==> src/rtl/joy_serial_tx_pkg.sv <==
// Shared definitions for the joypad serial transmitter and the bus-side controller.
package joy_serial_tx_pkg;
    typedef enum logic [1:0] {IDLE, LATCH, SHIFT, TAIL} joy_state_e;

    localparam int BTN_A   = 7;
    localparam int BTN_B   = 6;
    localparam int BTN_SEL = 5;
    localparam int BTN_ST  = 4;
    localparam int BTN_U   = 3;
    localparam int BTN_D   = 2;
    localparam int BTN_L   = 1;
    localparam int BTN_R   = 0;
endpackage

==> src/rtl/joy_in_filter.sv <==
// Synchronizer chain followed by a stability filter: a new level is accepted
// only after it has been seen for FILT_LEN consecutive clk cycles.
module joy_in_filter #(
    parameter int   SYNC_STAGES = 2,
    parameter int   FILT_LEN    = 3,
    parameter logic IDLE_LVL    = 1'b0
) (
    input  logic clk,
    input  logic rst_n,
    input  logic din,
    output logic dout
);
    logic [SYNC_STAGES-1:0] sync_q;
    logic [2:0]             cnt;
    logic                   sync_out;

    assign sync_out = sync_q[SYNC_STAGES-1];

    always_ff @(posedge clk or negedge rst_n) begin
        if (!rst_n) sync_q <= {SYNC_STAGES{IDLE_LVL}};
        else        sync_q <= {sync_q[SYNC_STAGES-2:0], din};
    end

    // cnt counts consecutive cycles the synchronized level has differed from dout
    always_ff @(posedge clk or negedge rst_n) begin
        if (!rst_n) begin
            dout <= IDLE_LVL;
            cnt  <= 3'd0;
        end else if (sync_out == dout) begin
            cnt <= 3'd0;
        end else if (cnt == 3'(FILT_LEN - 1)) begin
            dout <= sync_out;
            cnt  <= 3'd0;
        end else begin
            cnt <= cnt + 3'd1;
        end
    end
endmodule

==> src/rtl/joy_serial_tx.sv <==
// Joypad serial shifter: latches the pad state on the console strobe and
// shifts it out one bit per console read pulse, active-low data.
module joy_serial_tx
    import joy_serial_tx_pkg::*;
#(
    parameter int   SYNC_STAGES = 2,
    parameter int   FILT_LEN    = 3,
    parameter logic TAIL_BIT    = 1'b1
) (
    input  logic       clk,
    input  logic       rst_n,
    input  logic [7:0] buttons,
    input  logic       joy_latch,
    input  logic       joy_clk_n,
    output logic       joy_data_n,
    output logic [7:0] snapshot,
    output logic [3:0] bit_idx
);
    logic [1:0] rst_sync;
    logic       rst_int_n;
    logic       lat_f, rd_f, lat_q, rd_q;
    logic       lat_rise, lat_fall, rd_rise, rd_fall;

    joy_state_e state, state_nxt;
    logic [7:0] shift_reg, shift_nxt, snapshot_nxt;
    logic [3:0] bit_idx_nxt;
    logic       armed, armed_nxt, data_nxt;

    // Assert asynchronously, release on a clk edge.
    always_ff @(posedge clk or negedge rst_n) begin
        if (!rst_n) rst_sync <= 2'b00;
        else        rst_sync <= {rst_sync[0], 1'b1};
    end
    assign rst_int_n = rst_sync[1];

    joy_in_filter #(.SYNC_STAGES(SYNC_STAGES), .FILT_LEN(FILT_LEN), .IDLE_LVL(1'b0)) u_lat_filt (
        .clk(clk), .rst_n(rst_int_n), .din(joy_latch), .dout(lat_f)
    );
    joy_in_filter #(.SYNC_STAGES(SYNC_STAGES), .FILT_LEN(FILT_LEN), .IDLE_LVL(1'b1)) u_rd_filt (
        .clk(clk), .rst_n(rst_int_n), .din(joy_clk_n), .dout(rd_f)
    );

    assign lat_rise = lat_f & ~lat_q;
    assign lat_fall = ~lat_f & lat_q;
    assign rd_rise  = rd_f & ~rd_q;
    assign rd_fall  = ~rd_f & rd_q;

    always_ff @(posedge clk or negedge rst_int_n) begin
        if (!rst_int_n) begin
            lat_q      <= 1'b0;
            rd_q       <= 1'b1;
            state      <= IDLE;
            shift_reg  <= 8'h00;
            snapshot   <= 8'h00;
            bit_idx    <= 4'd0;
            armed      <= 1'b0;
            joy_data_n <= 1'b1;
        end else begin
            lat_q      <= lat_f;
            rd_q       <= rd_f;
            state      <= state_nxt;
            shift_reg  <= shift_nxt;
            snapshot   <= snapshot_nxt;
            bit_idx    <= bit_idx_nxt;
            armed      <= armed_nxt;
            joy_data_n <= data_nxt;
        end
    end

    // armed: a read fall has been seen since the latch fell, so the next rise
    // completes a full pulse and may shift.
    always_comb begin
        state_nxt    = state;
        shift_nxt    = shift_reg;
        snapshot_nxt = snapshot;
        bit_idx_nxt  = bit_idx;
        armed_nxt    = armed;
        if (lat_rise) begin
            state_nxt   = LATCH;
            shift_nxt   = buttons;
            bit_idx_nxt = 4'd0;
            armed_nxt   = 1'b0;
        end else begin
            case (state)
                LATCH: begin
                    shift_nxt   = buttons;
                    bit_idx_nxt = 4'd0;
                    armed_nxt   = 1'b0;
                    if (lat_fall) begin
                        snapshot_nxt = buttons;
                        state_nxt    = SHIFT;
                    end
                end
                SHIFT: begin
                    if (rd_fall) armed_nxt = 1'b1;
                    if (rd_rise && armed) begin
                        shift_nxt   = {shift_reg[6:0], TAIL_BIT};
                        bit_idx_nxt = bit_idx + 4'd1;
                        if (bit_idx == 4'd7) state_nxt = TAIL;
                    end
                end
                default: ;
            endcase
        end

        case (state_nxt)
            IDLE:    data_nxt = 1'b1;
            TAIL:    data_nxt = ~TAIL_BIT;
            default: data_nxt = ~shift_nxt[BTN_A];
        endcase
    end
endmodule

==> config.mk <==
export PLATFORM = sky130hd
export DESIGN_NAME = joy_serial_tx
export DESIGN_NICKNAME = d
export VERILOG_FILES = /design/src/rtl/joy_serial_tx_pkg.sv /design/src/rtl/joy_in_filter.sv /design/src/rtl/joy_serial_tx.sv
export SDC_FILE = /design/constraint.sdc
export NUM_CORES = 1
export LEC_CHECK = 0
export CAP_MARGIN = 20
export CORE_ASPECT_RATIO = 1.25
export CORE_MARGIN = 3
export CORE_UTILIZATION = 40
export DETAILED_ROUTE_END_ITERATION = 10
export GPL_TIMING_DRIVEN = 0
export HOLD_SLACK_MARGIN = 0.1
export SYNTH_ARGS = -nofsm -noshare
export SYNTH_HDL_FRONTEND = slang
export SYNTH_HIERARCHICAL = 1
export SYNTH_SLANG_ARGS = --single-unit
==> constraint.sdc <==
create_clock -name clk -period 1.5 [get_ports clk]
set_clock_uncertainty 0.2 [all_clocks]
set_input_delay 0.3 -clock clk [delete_from_list [all_inputs] [get_ports clk]]
set_output_delay 0.3 -clock clk [all_outputs]
set_load 0.05 [all_outputs]
After elaboration in Yosys (flattened, before gate mapping) --
Cells that the tools add are included.
Cells by class: reduce and logical (&&, ||, !) cells 8, eq/ne operators 10, muxes and demuxes 19, add/sub/neg operators 3, bitwise operators 12
Operators with widths (number):
- 8-bit two-way mux | 2
- 8-bit one-hot mux with 2 select lines | 1
- 3-bit two-way mux | 4
- 2-bit two-way mux | 4
- 4-bit two-way mux | 2
- 1-bit inverter | 8
- 4-bit one-hot mux with 2 select lines | 1
- 2-bit AND reduction | 4
- 3-bit by 1-bit adder with 3-bit output (second input constant) | 2
- 3-bit by 2-bit == test with 1-bit output (second input constant) | 2
- 3-bit != test (second input constant) | 2
- 4-bit by 1-bit adder with 4-bit output (second input constant) | 1
- 1-bit bitwise AND | 4
- 2-bit == test (second input constant) | 2
- 4-bit by 3-bit == test with 1-bit output (second input constant) | 1
- 1-bit one-hot mux with 2 select lines | 2
- 2-bit one-hot mux with 2 select lines | 1
- 3-bit AND reduction | 1
- 3-bit nonzero test | 1
- 1-bit == test | 2
- 2-bit by 1-bit == test with 1-bit output (second input constant) | 1
- 2-bit logical NOT | 1
- 1-bit two-way mux | 2
- 1-bit logical AND | 1
Storage, ports and cells: input bits 12, word-level logic and storage cells 68, register bits 40, output and inout port bits 13

Longest topological paths before layout --
word-level depth 8, mapped depth 10, depth with buffers taken out 9

Hierarchy --
The synthesis kept the hierarchy.
By module, submodules not included:
- joy_serial_tx | instances 1, area each 1351.3 µm², cells an instance 120
- joy_in_filter at u_rd_filt | instances 1, area each 242.7 µm², cells an instance 17
- joy_in_filter at u_lat_filt | instances 1, area each 239.0 µm², cells an instance 17

Least setup slack after synthesis --
Ideal clock, no wire load.
path type register to register, start register state[0], end register joy_data_n, setup slack -0.532 ns, arrival 1.755 ns, clock period less this slack 2.032 ns, setup time 0.077 ns, data required time 1.223 ns, cell stages (with the launch flop) 10, cell sequence dfrtp_1 -> inv_1 -> ha_1 -> buf_2 -> a21oi_1 -> nor2_1 -> or3_1 -> ha_1 -> nor2_1 -> a31oi_1
On the way: longest elaborated chain between the ends 6, elaborated cells between the ends (all ways) 13
RTL lines:
- start, declared | line joy_serial_tx.sv:24 | joy_state_e state, state_nxt;
- start signal, assigned | line joy_serial_tx.sv:61 | state <= state_nxt;
- 2-bit two-way mux | line joy_serial_tx.sv:99 | if (bit_idx == 4'd7) state_nxt = TAIL;
- 2-bit two-way mux | line joy_serial_tx.sv:96 | if (rd_rise && armed) begin
- 2-bit one-hot mux with 2 select lines | line joy_serial_tx.sv:84 | case (state)
- 2-bit two-way mux | line joy_serial_tx.sv:78 | if (lat_rise) begin
- 2-bit == test / 2-bit logical NOT (equally long branches) | line joy_serial_tx.sv:106 | case (state_nxt)
- 1-bit one-hot mux with 2 select lines (*) | line joy_serial_tx.sv:106
- net data_nxt | line joy_serial_tx.sv:27 | logic armed, armed_nxt, data_nxt;
- end signal, assigned | line joy_serial_tx.sv:66 | joy_data_n <= data_nxt;
- end, declared | line joy_serial_tx.sv:15 | output logic joy_data_n,
The timed path passes the listed nets; every way through them passes the cells marked *. A chain may end at the register's enable or synchronous reset.

Worst setup path in the final report --
Ends and elaborated chain as after synthesis.

==> flow_summary.yaml <==
outcome:
  outcome: "complete, but fails checks"
  violations: "setup timing"
route:
  drt_pass1_iterations: 4
  drc: 0
  via_per_inst: 5.19
  wl_um: 3540
  avgRoutedWirePerCell_um: 14.2
  vias: 1298
  postRouteAntennaNets: 0
  drtIter0Drc: 51
clock_network:
  clock-sinks: 40
  clk_latency_ps: 290
  cts_tree: "done"
  cts_made_buffers: 5
  max-clock-path-buffers: 2
  htree_levels: 2
  clk_pin_slew_ps: 80
  clockRootBuffer: "clkbuf_8"
flow_run:
  drv_cap: 0
sta:
  max_freq_ghz: 0.502
  post-route-period-util: 1.33
  worst_pin_slew_ps: 806
  hold_slack_ps: 156
  grt_setup_unrepaired: "yes"
  period_minus_slack_ps: 1990
  max_slew_margin: 0.463
  finalHoldViolations: 0
  drv_slew: 0
  setup_viol: 22
  setup_slack_ps: -491
  setup_tns_ps: -5460
pwr:
  seq_power_share: 0.344
  p_leak_nw: 1.05
  irDropWorstVdd_v: 0.00108
  power.internal_w: 0.00324
  combPwrFrac: 0.482
  power_switching_w: 0.00220
  switching_share: 0.405
  pwr-share-clk: 0.174
  p_per_area_mw_per_mm2: 2280
synthesis:
  synth.top_cell.area_share: 0.478
  yosysSeqAreaShare: 0.549
  synth_area_leaders: "dfrtp_1 48%, dfstp_2 7.2%, mux2_2 4.9%, a21oi_1 4.1%, ha_1 2.7%"
  avgSynthCellArea_um2: 11.9
  syn_nets: 170
  synth_seq_cells: 40
  synthesis.area_mm2: 0.00183
  synth_flop_cell: "dfrtp_1"
  yosys_warnings: 6
  synth_top_area_cell: "dfrtp_1"
  synth_cell_types: 44
  synth_commonest_cells: "35 x dfrtp_1, 15 x a21oi_1, 13 x nor2_1"
  yosysMostFrequentCell: "dfrtp_1"
  syn_inst: 154
  synth_edf_count: 0
  synthArstFlopShare: 1.00
cells_and_area:
  final_cell_area_mm2: 0.00238
  diodes: 0
  layout.nets: 209
  area_growth_pct: 30.1
  drive_above_1_share: 0.402
setup_path:
  worstPathRequired_ps: 1520
  crit_path_end_kind: "flop"
  slowest_delay_ps: 410
  r2r_end: "joy_data_n$_DFF_PN1_"
  ff2ff_path_depth: 9
  path_class: "flop to flop"
  cp.arrival_ps: 2010
  cp_slowest_cell: "dfrtp_1"
  cp-start-kind: "flop"
  crit_chain: "inv_2, ha_4, inv_2, a21oi_2, nor2_1, or3_1, ha_1, nor2_1, a31oi_1"
  reg2reg_from: "state[0]$_DFF_PN0_"
  worstSetupEndpoint: "joy_data_n$_DFF_PN1_"
  crit_fanout: 3
  rrSetupSlack_ps: -490
  worstSetupStartpoint: "state[0]$_DFF_PN0_"
floorplanning:
  die_y_um: 81.7
  io_pins: 25
  start_util: 0.430
  core_area_mm2: 0.00426
  rows: 26
  die_w_um: 66.5
  die-area_mm2: 0.00544
place:
  place.gp.congestion: 0.736
  io_buffers: 24
  post-place-ws_ps: -608
  post_dp_cell_area_mm2: 0.00218
  dpl.hpwl_um: 2480
min_path:
  min_path_type: "flop to async pin"
global_route:
  grt_pass1_wl_um: 6090
  grt_use_total: 0.149
  grt_max_degree: 39
  grt_overflow: 0
  grt_pass1_vias: 1325
  grt_antenna_before_repair: 0
## area by class of cell
cell class	instances	area (um2)
multi-input cells	104	856
repair buffers	34	274
fillers	379	1880
flip-flops and latches	40	1010
clock inverters	1	30.0
inverters	6	22.5
well taps	56	70.1
plain buffers	2	22.5
clock buffers	7	96.3
## power groups by stage
stage | Sequential (W) | Clock, W | Combinational, W
after CTS | 0.00188 | 0.000975 | 0.00251
after floorplan | 0.00225 | 0 | 0.00144
after detailed placement | 0.00189 | 0 | 0.00243
final | 0.00187 | 0.000947 | 0.00263
after global placement | 0.00186 | 0 | 0.00237
after global routing | 0.00194 | 0.00103 | 0.00282
## how the worst min path moves through the flow
stage / depth (start not counted) / slack, ps / from / endpoint
after detailed placement: 0 / 140 / rst_sync[0]$_DFF_PN0_ / rst_sync[1]$_DFF_PN0_
final: 0 / 160 / rst_sync[1]$_DFF_PN0_ / u_lat_filt/cnt[0]$_DFF_PN0_
after global placement: 0 / 130 / u_lat_filt/sync_q[0]$_DFF_PN0_ / u_lat_filt/sync_q[1]$_DFF_PN0_
after global routing: 0 / 170 / u_rd_filt/sync_q[0]$_DFF_PN1_ / u_rd_filt/sync_q[1]$_DFF_PN1_
after CTS: 0 / 160 / u_lat_filt/sync_q[0]$_DFF_PN0_ / u_lat_filt/sync_q[1]$_DFF_PN0_
after floorplan: 0 / -200 / rst_n / rst_sync[0]$_DFF_PN0_
## worst max-delay path: cells and delay by family (launching register included)
family                     cells  cell delay (ps)
AOI/OAI and AO/OA              2              250
adders and majority gates      2              440
buffers and inverters          2              140
DFF                            1              410
and+or+nand+nor                3              480
## stage by stage
stage | total power [W] | utilization | std cells
after floorplan | 0.00369 | - | 154
after global placement | 0.00423 | 0.510 | 234
after detailed placement | 0.00433 | 0.511 | 234
after CTS | 0.00536 | 0.549 | 248
after global routing | 0.00579 | 0.560 | 250
final | 0.00544 | 0.560 | 250
## placed cells by master (no fill, tap or decap), types with 3 or more instances in the layout
cell type,synthesis,layout
inv_1,6,3
nor2_1,13,13
inv_2,0,3
dfrtp_2,0,5
dfrtp_1,35,30
buf_2,1,9
a21oi_2,0,3
buf_4,2,10
clkdlybuf4s50_1,0,11
mux2_2,8,8
nand3b_1,5,5
nor3_1,4,4
nand2b_1,4,3
nor2b_1,3,3
nand2_1,5,5
dfstp_2,5,5
a21oi_1,15,12
clkbuf_8,0,7
buf_6,1,5
a22oi_1,6,5
## cells by family (layout without fill, tap and decap cells)
family	Yosys count	in the layout	synth area share
simple gates	49	49	0.176
flops	40	40	0.549
compound gates	35	35	0.126
mux	11	11	0.0710
buf+inv	10	50	0.0293
fa+ha+maj	4	4	0.0273
xor+xnor	4	4	0.0191
other cells	1	1	0.00205
## routing by layer
layer,vias up,share of wire,GRT usage
li1,629,-,-
met1,638,0.44,0.185
met2,24,0.51,0.241
met3,7,0.034,0.0383
met4,0,0.019,0.0732
met5,-,0,0
## timing repair
action,4_1_cts,5_1_grt
hold buffers,1,0
buffers inserted,7,2
gates cloned,0,0
resized for setup,81,11
pin swaps,9,10
setup endpoints to repair,35,26
hold endpoints to repair,2,0
No activity file was read; power rests on OpenSTA's default activity.
